**config.mk**
```make
export PLATFORM = sky130hd
export DESIGN_NAME = load_store_unit
export DESIGN_NICKNAME = d
export VERILOG_FILES = /design/src/rtl/load_store_unit.sv
export SDC_FILE = /design/constraint.sdc
export NUM_CORES = 1
export LEC_CHECK = 0
export ABC_AREA = 1
export CORE_ASPECT_RATIO = 0.5
export CORE_UTILIZATION = 40
export CTS_BUF_LIST = sky130_fd_sc_hd__clkbuf_4 sky130_fd_sc_hd__clkbuf_8 sky130_fd_sc_hd__clkbuf_16
export DETAILED_ROUTE_END_ITERATION = 8
export PLACE_DENSITY = 0.68
export SYNTH_ARGS = -nofsm -noshare
export SYNTH_HDL_FRONTEND = slang
export SYNTH_SLANG_ARGS = --single-unit
export TNS_END_PERCENT = 30
```
**constraint.sdc**
```tcl
create_clock -name clk_i -period 7.32 [get_ports clk_i]
set_input_delay 0.732 -clock clk_i [delete_from_list [all_inputs] [get_ports clk_i]]
set_output_delay 0.732 -clock clk_i [all_outputs]
set_load 0.01 [all_outputs]
```
**src/rtl/load_store_unit.sv**
```systemverilog
// RV32I load/store unit: one access in flight, registered request bus to the data RAM,
// load extension and a single response carrying an error code.
module load_store_unit #(
  parameter int unsigned MEM_TIMEOUT = 32'd16
) (
  input  logic        clk_i,
  input  logic        rst_i,
  input  logic        req_valid_i,
  output logic        req_ready_o,
  input  logic        req_is_store_i,
  input  logic [2:0]  req_funct3_i,
  input  logic [31:0] req_base_i,
  input  logic [31:0] req_offset_i,
  input  logic [31:0] req_store_data_i,
  input  logic [4:0]  req_rd_i,
  output logic        resp_valid_o,
  input  logic        resp_ready_i,
  output logic [31:0] resp_data_o,
  output logic [4:0]  resp_rd_o,
  output logic [1:0]  resp_err_o,
  output logic [31:0] resp_addr_o,
  output logic [31:0] mem_addr_o,
  output logic        mem_read_valid_o,
  output logic        mem_write_valid_o,
  output logic [31:0] mem_write_data_o,
  output logic [1:0]  mem_width_o,
  input  logic [31:0] mem_read_data_i,
  input  logic        mem_ready_i
);

  typedef enum logic [1:0] {S_IDLE = 2'd0, S_WAIT = 2'd1, S_RESP = 2'd2} state_e;

  state_e      state_q, state_d;
  logic [31:0] cnt_q, cnt_d;
  logic [2:0]  funct3_q, funct3_d;
  logic        req_ready_q, req_ready_d;
  logic        resp_valid_q, resp_valid_d;
  logic [31:0] resp_data_q, resp_data_d;
  logic [4:0]  resp_rd_q, resp_rd_d;
  logic [1:0]  resp_err_q, resp_err_d;
  logic [31:0] resp_addr_q, resp_addr_d;
  logic [31:0] mem_addr_q, mem_addr_d;
  logic        mem_read_valid_q, mem_read_valid_d;
  logic        mem_write_valid_q, mem_write_valid_d;
  logic [31:0] mem_write_data_q, mem_write_data_d;
  logic [1:0]  mem_width_q, mem_width_d;

  logic [31:0] ea_s;
  logic [1:0]  width_s;
  logic        illegal_s, misalign_s, accept_s, timeout_s;

  function automatic logic [31:0] extend_load(input logic [2:0] f3, input logic [31:0] d);
    logic [31:0] r;
    case (f3)
      3'b000:  r = {{24{d[7]}}, d[7:0]};
      3'b001:  r = {{16{d[15]}}, d[15:0]};
      3'b010:  r = d;
      3'b100:  r = {24'd0, d[7:0]};
      3'b101:  r = {16'd0, d[15:0]};
      default: r = 32'd0;
    endcase
    return r;
  endfunction

  assign ea_s       = req_base_i + req_offset_i;
  assign width_s    = req_funct3_i[1:0];
  assign illegal_s  = (width_s == 2'b11) || (req_is_store_i && req_funct3_i[2]);
  assign misalign_s = ((width_s == 2'b01) && ea_s[0]) ||
                      ((width_s == 2'b10) && (ea_s[1:0] != 2'b00));
  assign accept_s   = req_valid_i && req_ready_q;
  // A zero MEM_TIMEOUT disables the timeout entirely.
  assign timeout_s  = (MEM_TIMEOUT != 32'd0) && (cnt_q == MEM_TIMEOUT - 32'd1);

  always_ff @(posedge clk_i or posedge rst_i) begin
    if (rst_i) begin
      state_q           <= S_IDLE;
      cnt_q             <= 32'd0;
      funct3_q          <= 3'd0;
      req_ready_q       <= 1'b1;
      resp_valid_q      <= 1'b0;
      resp_data_q       <= 32'd0;
      resp_rd_q         <= 5'd0;
      resp_err_q        <= 2'd0;
      resp_addr_q       <= 32'd0;
      mem_addr_q        <= 32'd0;
      mem_read_valid_q  <= 1'b0;
      mem_write_valid_q <= 1'b0;
      mem_write_data_q  <= 32'd0;
      mem_width_q       <= 2'd0;
    end else begin
      state_q           <= state_d;
      cnt_q             <= cnt_d;
      funct3_q          <= funct3_d;
      req_ready_q       <= req_ready_d;
      resp_valid_q      <= resp_valid_d;
      resp_data_q       <= resp_data_d;
      resp_rd_q         <= resp_rd_d;
      resp_err_q        <= resp_err_d;
      resp_addr_q       <= resp_addr_d;
      mem_addr_q        <= mem_addr_d;
      mem_read_valid_q  <= mem_read_valid_d;
      mem_write_valid_q <= mem_write_valid_d;
      mem_write_data_q  <= mem_write_data_d;
      mem_width_q       <= mem_width_d;
    end
  end

  always_comb begin
    state_d = state_q;
    case (state_q)
      S_IDLE: begin
        if (accept_s) begin
          if (illegal_s || misalign_s || req_is_store_i) state_d = S_RESP;
          else                                           state_d = S_WAIT;
        end else begin
          state_d = S_IDLE;
        end
      end
      S_WAIT: begin
        if (mem_ready_i || timeout_s) state_d = S_RESP;
        else                          state_d = S_WAIT;
      end
      S_RESP: begin
        if (resp_valid_q && resp_ready_i) state_d = S_IDLE;
        else                              state_d = S_RESP;
      end
      default: state_d = S_IDLE;
    endcase
  end

  // Stores enter RESP with resp_valid low; RESP raises it one edge later.
  always_comb begin
    cnt_d             = cnt_q;
    funct3_d          = funct3_q;
    req_ready_d       = req_ready_q;
    resp_valid_d      = resp_valid_q;
    resp_data_d       = resp_data_q;
    resp_rd_d         = resp_rd_q;
    resp_err_d        = resp_err_q;
    resp_addr_d       = resp_addr_q;
    mem_addr_d        = mem_addr_q;
    mem_read_valid_d  = 1'b0;
    mem_write_valid_d = 1'b0;
    mem_write_data_d  = mem_write_data_q;
    mem_width_d       = mem_width_q;
    case (state_q)
      S_IDLE: begin
        if (accept_s) begin
          req_ready_d = 1'b0;
          resp_addr_d = ea_s;
          resp_rd_d   = req_rd_i;
          resp_data_d = 32'd0;
          funct3_d    = req_funct3_i;
          if (illegal_s) begin
            resp_err_d   = 2'd2;
            resp_valid_d = 1'b1;
          end else if (misalign_s) begin
            resp_err_d   = 2'd1;
            resp_valid_d = 1'b1;
          end else begin
            resp_err_d   = 2'd0;
            resp_valid_d = 1'b0;
            mem_addr_d   = ea_s;
            mem_width_d  = width_s;
            if (req_is_store_i) begin
              mem_write_valid_d = 1'b1;
              mem_write_data_d  = req_store_data_i;
            end else begin
              mem_read_valid_d = 1'b1;
              cnt_d            = 32'd0;
            end
          end
        end else begin
          req_ready_d = 1'b1;
        end
      end
      S_WAIT: begin
        if (mem_ready_i) begin
          resp_valid_d = 1'b1;
          resp_err_d   = 2'd0;
          resp_data_d  = extend_load(funct3_q, mem_read_data_i);
        end else if (timeout_s) begin
          resp_valid_d = 1'b1;
          resp_err_d   = 2'd3;
          resp_data_d  = 32'd0;
        end else begin
          cnt_d = cnt_q + 32'd1;
        end
      end
      S_RESP: begin
        if (resp_valid_q && resp_ready_i) begin
          resp_valid_d = 1'b0;
          req_ready_d  = 1'b1;
        end else begin
          resp_valid_d = 1'b1;
        end
      end
      default: begin
        req_ready_d  = 1'b1;
        resp_valid_d = 1'b0;
      end
    endcase
  end

  assign req_ready_o       = req_ready_q;
  assign resp_valid_o      = resp_valid_q;
  assign resp_data_o       = resp_data_q;
  assign resp_rd_o         = resp_rd_q;
  assign resp_err_o        = resp_err_q;
  assign resp_addr_o       = resp_addr_q;
  assign mem_addr_o        = mem_addr_q;
  assign mem_read_valid_o  = mem_read_valid_q;
  assign mem_write_valid_o = mem_write_valid_q;
  assign mem_write_data_o  = mem_write_data_q;
  assign mem_width_o       = mem_width_q;

endmodule

```
==> results of run 1 <==
==> layout make-up <==
class / instances / area share, %
Sequential cell: 178 / 31.3
Timing Repair Buffer: 287 / 20.1
Multi-Input combinational cell: 1122 / 36.5
Inverter: 179 / 4.76
Clock inverter: 13 / 1.05
Tap cell: 344 / 3.03
Clock buffer: 19 / 3.18
==> critical path: stages <==
cell and delay, ps:
clkdlybuf4s50_1 500, ha_1 290, fa_1 460, inv_1 90, o21ai_0 90, nand3_1 110, nand2_1 130, nor2_4 580
nand2_2 580, inv_2 620, nand2_1 120, nand2_1 90
==> cell usage in the layout (no fill, tap or decap), types with 3 or more instances in the layout <==
| cell type | count |
|---|---|
| nor2_4 | 5 |
| dfrtp_1 | 177 |
| xnor2_1 | 9 |
| nand4_1 | 45 |
| nand3_1 | 121 |
| nand3b_1 | 6 |
| inv_1 | 171 |
| clkinv_4 | 3 |
| clkdlybuf4s50_1 | 282 |
| o21bai_1 | 4 |
| nor3_1 | 19 |
| nor2_1 | 96 |
| nand2_2 | 3 |
| inv_2 | 7 |
| clkbuf_16 | 17 |
| xor2_1 | 16 |
| nand2_1 | 657 |
| ha_1 | 32 |
| o21ai_1 | 25 |
| inv_6 | 4 |
| a21oi_1 | 25 |
| o21ai_0 | 43 |
| buf_4 | 5 |
==> sequential cells by signal (all words and copies together), names as in the netlist <==
| name | flops |
|---|---|
| req_ready_o | 1 |
| cnt_q | 32 |
| mem_addr_o | 32 |
| resp_valid_o | 1 |
| funct3_q | 3 |
| resp_data_o | 32 |
| mem_width_o | 2 |
| mem_write_valid_o | 1 |
| mem_write_data_o | 32 |
| resp_err_o | 2 |
| resp_addr_o | 32 |
| state_q | 2 |
| resp_rd_o | 5 |
| mem_read_valid_o | 1 |
==> metal layers <==
metal / share of wire (%) / global-route usage [%] / vias up
met5: 0 / 0 / -
met4: 2.2 / 7.68 / 0
met3: 3.8 / 4.08 / 43
met2: 47 / 39.3 / 216
met1: 47 / 33.3 / 4910
li1: - / - / 5310
==> logic make-up after synthesis <==
group | share of synthesized area, %
flip-flops | 42.3
buffers and inverters | 8.47
AND/OR/NAND/NOR | 38.0
AO/OA/AOI/OAI | 5.21
adder cells (fa/ha/maj) | 3.99
XOR/XNOR | 2.08
==> synthesized netlist by cell type (2+ instances only) <==
cell,count
nand4_1,45
inv_1,172
buf_2,23
nand2_2,3
nand3_1,121
nand2_4,2
buf_1,6
nand2_1,657
dfrtp_1,177
inv_2,7
xor2_1,16
nor2_4,5
a21oi_1,25
nand3b_1,6
nor3_1,19
nor2_1,96
buf_6,2
o21bai_1,4
ha_1,32
o21ai_1,25
xnor2_1,9
nor2_2,2
clkbuf_1,14
o21ai_0,43
==> power by group <==
group          internal (W)  switching (W)
combinational      0.000880       0.000968
sequential          0.00134       0.000257
clock              0.000527       0.000430
==> worst paths after layout <==
path	slack, ps	endpoint	cells past startpoint
max	3300	mem_write_data_o[23]	12
min	480	mem_addr_o[3]	2
max reg2reg	3990	mem_write_data_o[23]	8
min reg2reg	480	mem_addr_o[3]	2
max in group asynchronous	4830	mem_addr_o[25]	3
min in group asynchronous	790	resp_rd_o[2]	2
==> stage by stage <==
stage          std cells  setup slack (ps)  area (µm²)
6_report            2142              3300       14200
5_1_grt             2142              2970       14200
4_1_cts             2142              3310       14200
3_5_place_dp        2110              2830       13600
3_3_place_gp        2110              2880       13600
2_1_floorplan       1525              1760       10500
==> impl_metrics.py, run 1 <==
metrics = {
    "sta": {
        "tightest_slew_ps": 1220,
        "finalSetupTns_ps": 0,
        "min_period_ps": 4020,
        "min_period_over_period_pct": 55.0,
        "setup_violations": 0,
        "rsz0062_at_grt": "no",
        "max_freq_mhz": 249,
        "fin_worst_skew_ps": 9.48,
        "maxSlewHeadroom_pct": 18.6,
        "final_max_slew_viol_count": 0,
        "hold_violations": 0,
        "hold_ws_ps": 481,
    },
    "cts": {
        "clkLatencyLatePin_ps": 450,
        "clk_path_buf_depth": 2,
        "clk_pin_slew_ps": 70,
        "cts_sinks": 178,
        "post-cts-setup-buffers": 0,
        "cts_tree": "done",
        "cts_made_buffers": 17,
        "clock-root-buffer": "clkbuf_16",
        "holdBufCountCts": 0,
        "htree_levels": 4,
        "ctsResizeCount": 0,
    },
    "power_and_ir_drop": {
        "ir_worst_vdd_mv": 0.183,
        "power.density_nw_per_um2": 310,
        "power_w": 0.00441,
        "p_leak_nw": 7.20,
    },
    "critical_path": {
        "reg2reg_from": "state_q[1]",
        "crit_path_max_fanout": 33,
        "arrival_ps": 4410,
        "startpoint": "req_offset_i[0]",
        "end_kind": "register",
        "required_ps": 7710,
        "cp-start-kind": "input pin",
        "critical_path_class": "input pin to register",
    },
    "synth": {
        "synth_edf_count": 0,
        "synth.avg_cell_area_um2": 6.91,
        "seq_area_frac_synth_pct": 42.3,
        "ys.flop_type": "dfrtp_1",
        "synth_area_um2": 10500,
        "synthesis.nets": 1700,
        "yosys.area.top_type_share_pct": 42.0,
        "ys_warn_count": 0,
        "synth_seq_cells": 178,
        "async_flop_share_pct": 100,
        "ys_types": 38,
        "synth_area_leaders": "dfrtp_1 (42%), nand2_1 (23%), inv_1 (6.1%), nand3_1 (5.7%), ha_1 (3.8%)",
        "synthCells": 1525,
        "synth.largest_area_cell": "dfrtp_1",
    },
    "cells_and_area": {
        "multi_input_area_um2": 5200,
        "fill_cells": 2490,
        "seq_area_um2": 4460,
        "finalNetCount": 1960,
        "final_util_pct": 55.7,
        "drive_gt1_share_pct": 3.50,
        "n_antenna_cell": 0,
        "area_growth_pct": 35.0,
    },
    "route": {
        "totalWireLength_um": 32900,
        "firstDrtPassIters": 7,
        "post_drt_wl_per_cell_um": 15.3,
        "via_per_inst": 4.89,
        "drc": 0,
        "ant_nets": 0,
        "vias": 10500,
        "drtIter0Drc": 787,
    },
    "global_route": {
        "grt_pass1_wl_um": 51100,
        "grt_start_max_net_pins": 99,
        "grt_antenna_before_repair": 0,
        "grt_pass1_vias": 9634,
        "grt_overflow": 0,
        "grt_usage_pct": 24.3,
    },
    "floorplan": {
        "core_um2": 25500,
        "start_util_pct": 41.2,
        "ios": 283,
        "fp.dieW_um": 232,
        "dieArea_um2": 27000,
        "fp-row-count": 41,
        "die_y_um": 117,
    },
    "run_status": {
        "status": "finished, final reports clean",
    },
    "min_path": {
        "hp-start": "mem_addr_o[3]",
        "min_path_type": "register to register",
    },
    "placement": {
        "routabilityCongestion": 0.912,
        "post-dp-hpwl_um": 24300,
        "io_buffers": 282,
    },
    "job": {
        "maxCapViolations": 0,
    },
}
No activity file was read; power rests on OpenSTA's default activity.
==> run 2: changes to the inputs <==
PLACE_DENSITY = 0.71   (was 0.68)
clock period = 3.3 ns   (was 7.32 ns; I/O delays follow)
==> run 2 against run 1 <==
Effect of this change:
- via count decreased by 0.12%
- count of clock-buffer cells in the layout decreased by 2
- clock skew increased by 3.0 ps
- global-route usage decreased by 0.060 points
- final cell count increased by 0.61%
- wire length decreased by 1.1%
- clock power increased by 120%
- first-iteration DRC count increased by 4.3%
- sequential share of layout area decreased by 0.25 points
- total power increased by 120%
- setup slack got worse by 2500 ps
- combinational power increased by 120%
- critical endpoint is now cnt_q[16]
==> impl_metrics.py, run 2 (synthesized netlist as in run 1, its figures left out) <==
metrics = {
    "run_status": {
        "status": "finished, final reports clean",
    },
    "route": {
        "post_drt_wl_per_cell_um": 15.1,
        "via_per_inst": 4.86,
        "vias": 10500,
        "firstDrtPassIters": 5,
        "drtIter0Drc": 821,
        "ant_nets": 0,
        "totalWireLength_um": 32500,
        "drc": 0,
    },
    "sta": {
        "min_period_over_period_pct": 76.5,
        "fin_worst_skew_ps": 12.5,
        "setup_violations": 0,
        "tightest_slew_ps": 693,
        "rsz0062_at_grt": "no",
        "maxSlewHeadroom_pct": 53.8,
        "min_period_ps": 2520,
        "max_freq_mhz": 396,
        "final_max_slew_viol_count": 0,
        "hold_violations": 0,
        "hold_ws_ps": 388,
        "finalSetupTns_ps": 0,
    },
    "cts": {
        "htree_levels": 4,
        "clock-root-buffer": "clkbuf_16",
        "holdBufCountCts": 0,
        "cts_tree": "done",
        "clkLatencyLatePin_ps": 450,
        "ctsResizeCount": 0,
        "cts_made_buffers": 17,
        "cts_sinks": 178,
        "clk_path_buf_depth": 2,
        "post-cts-setup-buffers": 0,
        "clk_pin_slew_ps": 70,
    },
    "critical_path": {
        "crit_chain": "clkdlybuf4s50_1 -> ha_1 -> fa_1 -> inv_1 -> o21ai_0 -> nand3_1 -> nand2_1 -> inv_1 -> nand3_1 -> nand2_2 -> nand2_1 -> o21ai_1",
        "cpMaxStageDelayCell": "fa_1",
        "crit_path_max_fanout": 32,
        "critical_path_class": "input pin to register",
        "arrival_ps": 2830,
        "cpLargestDelayFamily": "simple AND/OR/NAND/NOR gates",
        "max_stage_delay_ps": 510,
        "cp-start-kind": "input pin",
        "end_kind": "register",
        "path_buf_inv": 3,
        "required_ps": 3610,
    },
    "power_and_ir_drop": {
        "ir_worst_vdd_mv": 0.447,
        "power.density_nw_per_um2": 681,
        "p_leak_nw": 7.25,
    },
    "global_route": {
        "grt_usage_pct": 24.2,
        "grt_pass1_wl_um": 51100,
        "grt_antenna_before_repair": 1,
        "grt_start_max_net_pins": 107,
        "grt_pass1_vias": 9798,
        "grt_overflow": 0,
    },
    "floorplan": {
        "fp.dieW_um": 232,
        "ios": 283,
        "fp-row-count": 41,
        "die_y_um": 117,
        "core_um2": 25500,
        "start_util_pct": 41.2,
        "dieArea_um2": 27000,
    },
    "job": {
        "maxCapViolations": 0,
    },
    "cells_and_area": {
        "layout_common_cells": "nand2_1 (657), clkdlybuf4s50_1 (282), dfrtp_1 (177)",
        "area_growth_pct": 36.1,
        "layout_commonest_cell": "nand2_1",
        "finalNetCount": 1972,
        "drive_gt1_share_pct": 4.14,
    },
    "min_path": {
        "min_path_type": "input pin to asynchronous set/reset pin",
    },
    "placement": {
        "routabilityCongestion": 0.994,
        "io_buffers": 282,
        "post-dp-hpwl_um": 24600,
    },
}
## run 2: cell types whose count changed in the layout (fill, tap and decap cells not counted), sizes merged
| cell | change |
|---|---|
| clkbuf | -2 |
| clkinvlp | +2 |
| clkinv | -1 |
| inv | +1 |
| buf | +12 |
| diode | +1 |
## run 2: stage by stage
step           util, %  setup slack [ps]  power, W  instance area (µm²)  cells
6_report          56.1               776   0.00976                14300   2155
4_1_cts           56.1               798   0.00984                14300   2154
2_1_floorplan        -               690   0.00550                10500   1525
3_3_place_gp      53.8               439   0.00764                13700   2122
3_5_place_dp      53.8               330   0.00769                13700   2122
5_1_grt           56.1               546    0.0104                14300   2155
## run 2: path summary, 6_finish.rpt
| kind | start | end | slack [ps] | cells after the start |
|---|---|---|---|---|
| setup / recovery | req_base_i[0] | cnt_q[16] | 780 | 12 |
| hold / removal | rst_i | cnt_q[4] | 390 | 3 |
| setup reg to reg | cnt_q[0] | cnt_q[26] | 980 | 10 |
| hold reg to reg | mem_addr_o[3] | mem_addr_o[3] | 470 | 2 |
| max in group asynchronous | rst_i | mem_write_data_o[10] | 2420 | 3 |
| min in group clk_i | req_rd_i[3] | resp_rd_o[3] | 410 | 3 |
## run 2: worst reg2reg max path, cell delays in order (launching register included)
cell and delay, ps:
dfrtp_1 430, ha_1 240, nand2_1 110, nor2_4 160
inv_2 80, nor2_2 120, nand2_2 100, nor2_4 140
nand2_4 260, nand2_4 390, o21ai_0 170
## run 2: metal layers
layer / vias up / routed length (µm) / track usage (%)
li1: 5340 / - / -
met1: 4837 / 15200 / 33.3
met2: 242 / 15300 / 39.4
met3: 47 / 1180 / 3.15
met4: 0 / 792 / 8.48
met5: - / 0 / 0
## run 2: report_power, final
group	total (W)	switching, W	internal, W
clock	0.00210	0.000962	0.00114
sequential	0.00352	0.000547	0.00298
combinational	0.00413	0.00215	0.00198
total	0.00976	0.00366	0.00610
## run 2: final cells by class
class / instances / area [µm²]
inverters: 179 / 676
multi-input cells: 1122 / 5200
clock buffers: 17 / 425
diodes: 1 / 2.50
clock inverters: 15 / 175
fillers: 2445 / 11200
repair buffers: 299 / 2980
flip-flops and latches: 178 / 4460
well taps: 344 / 430
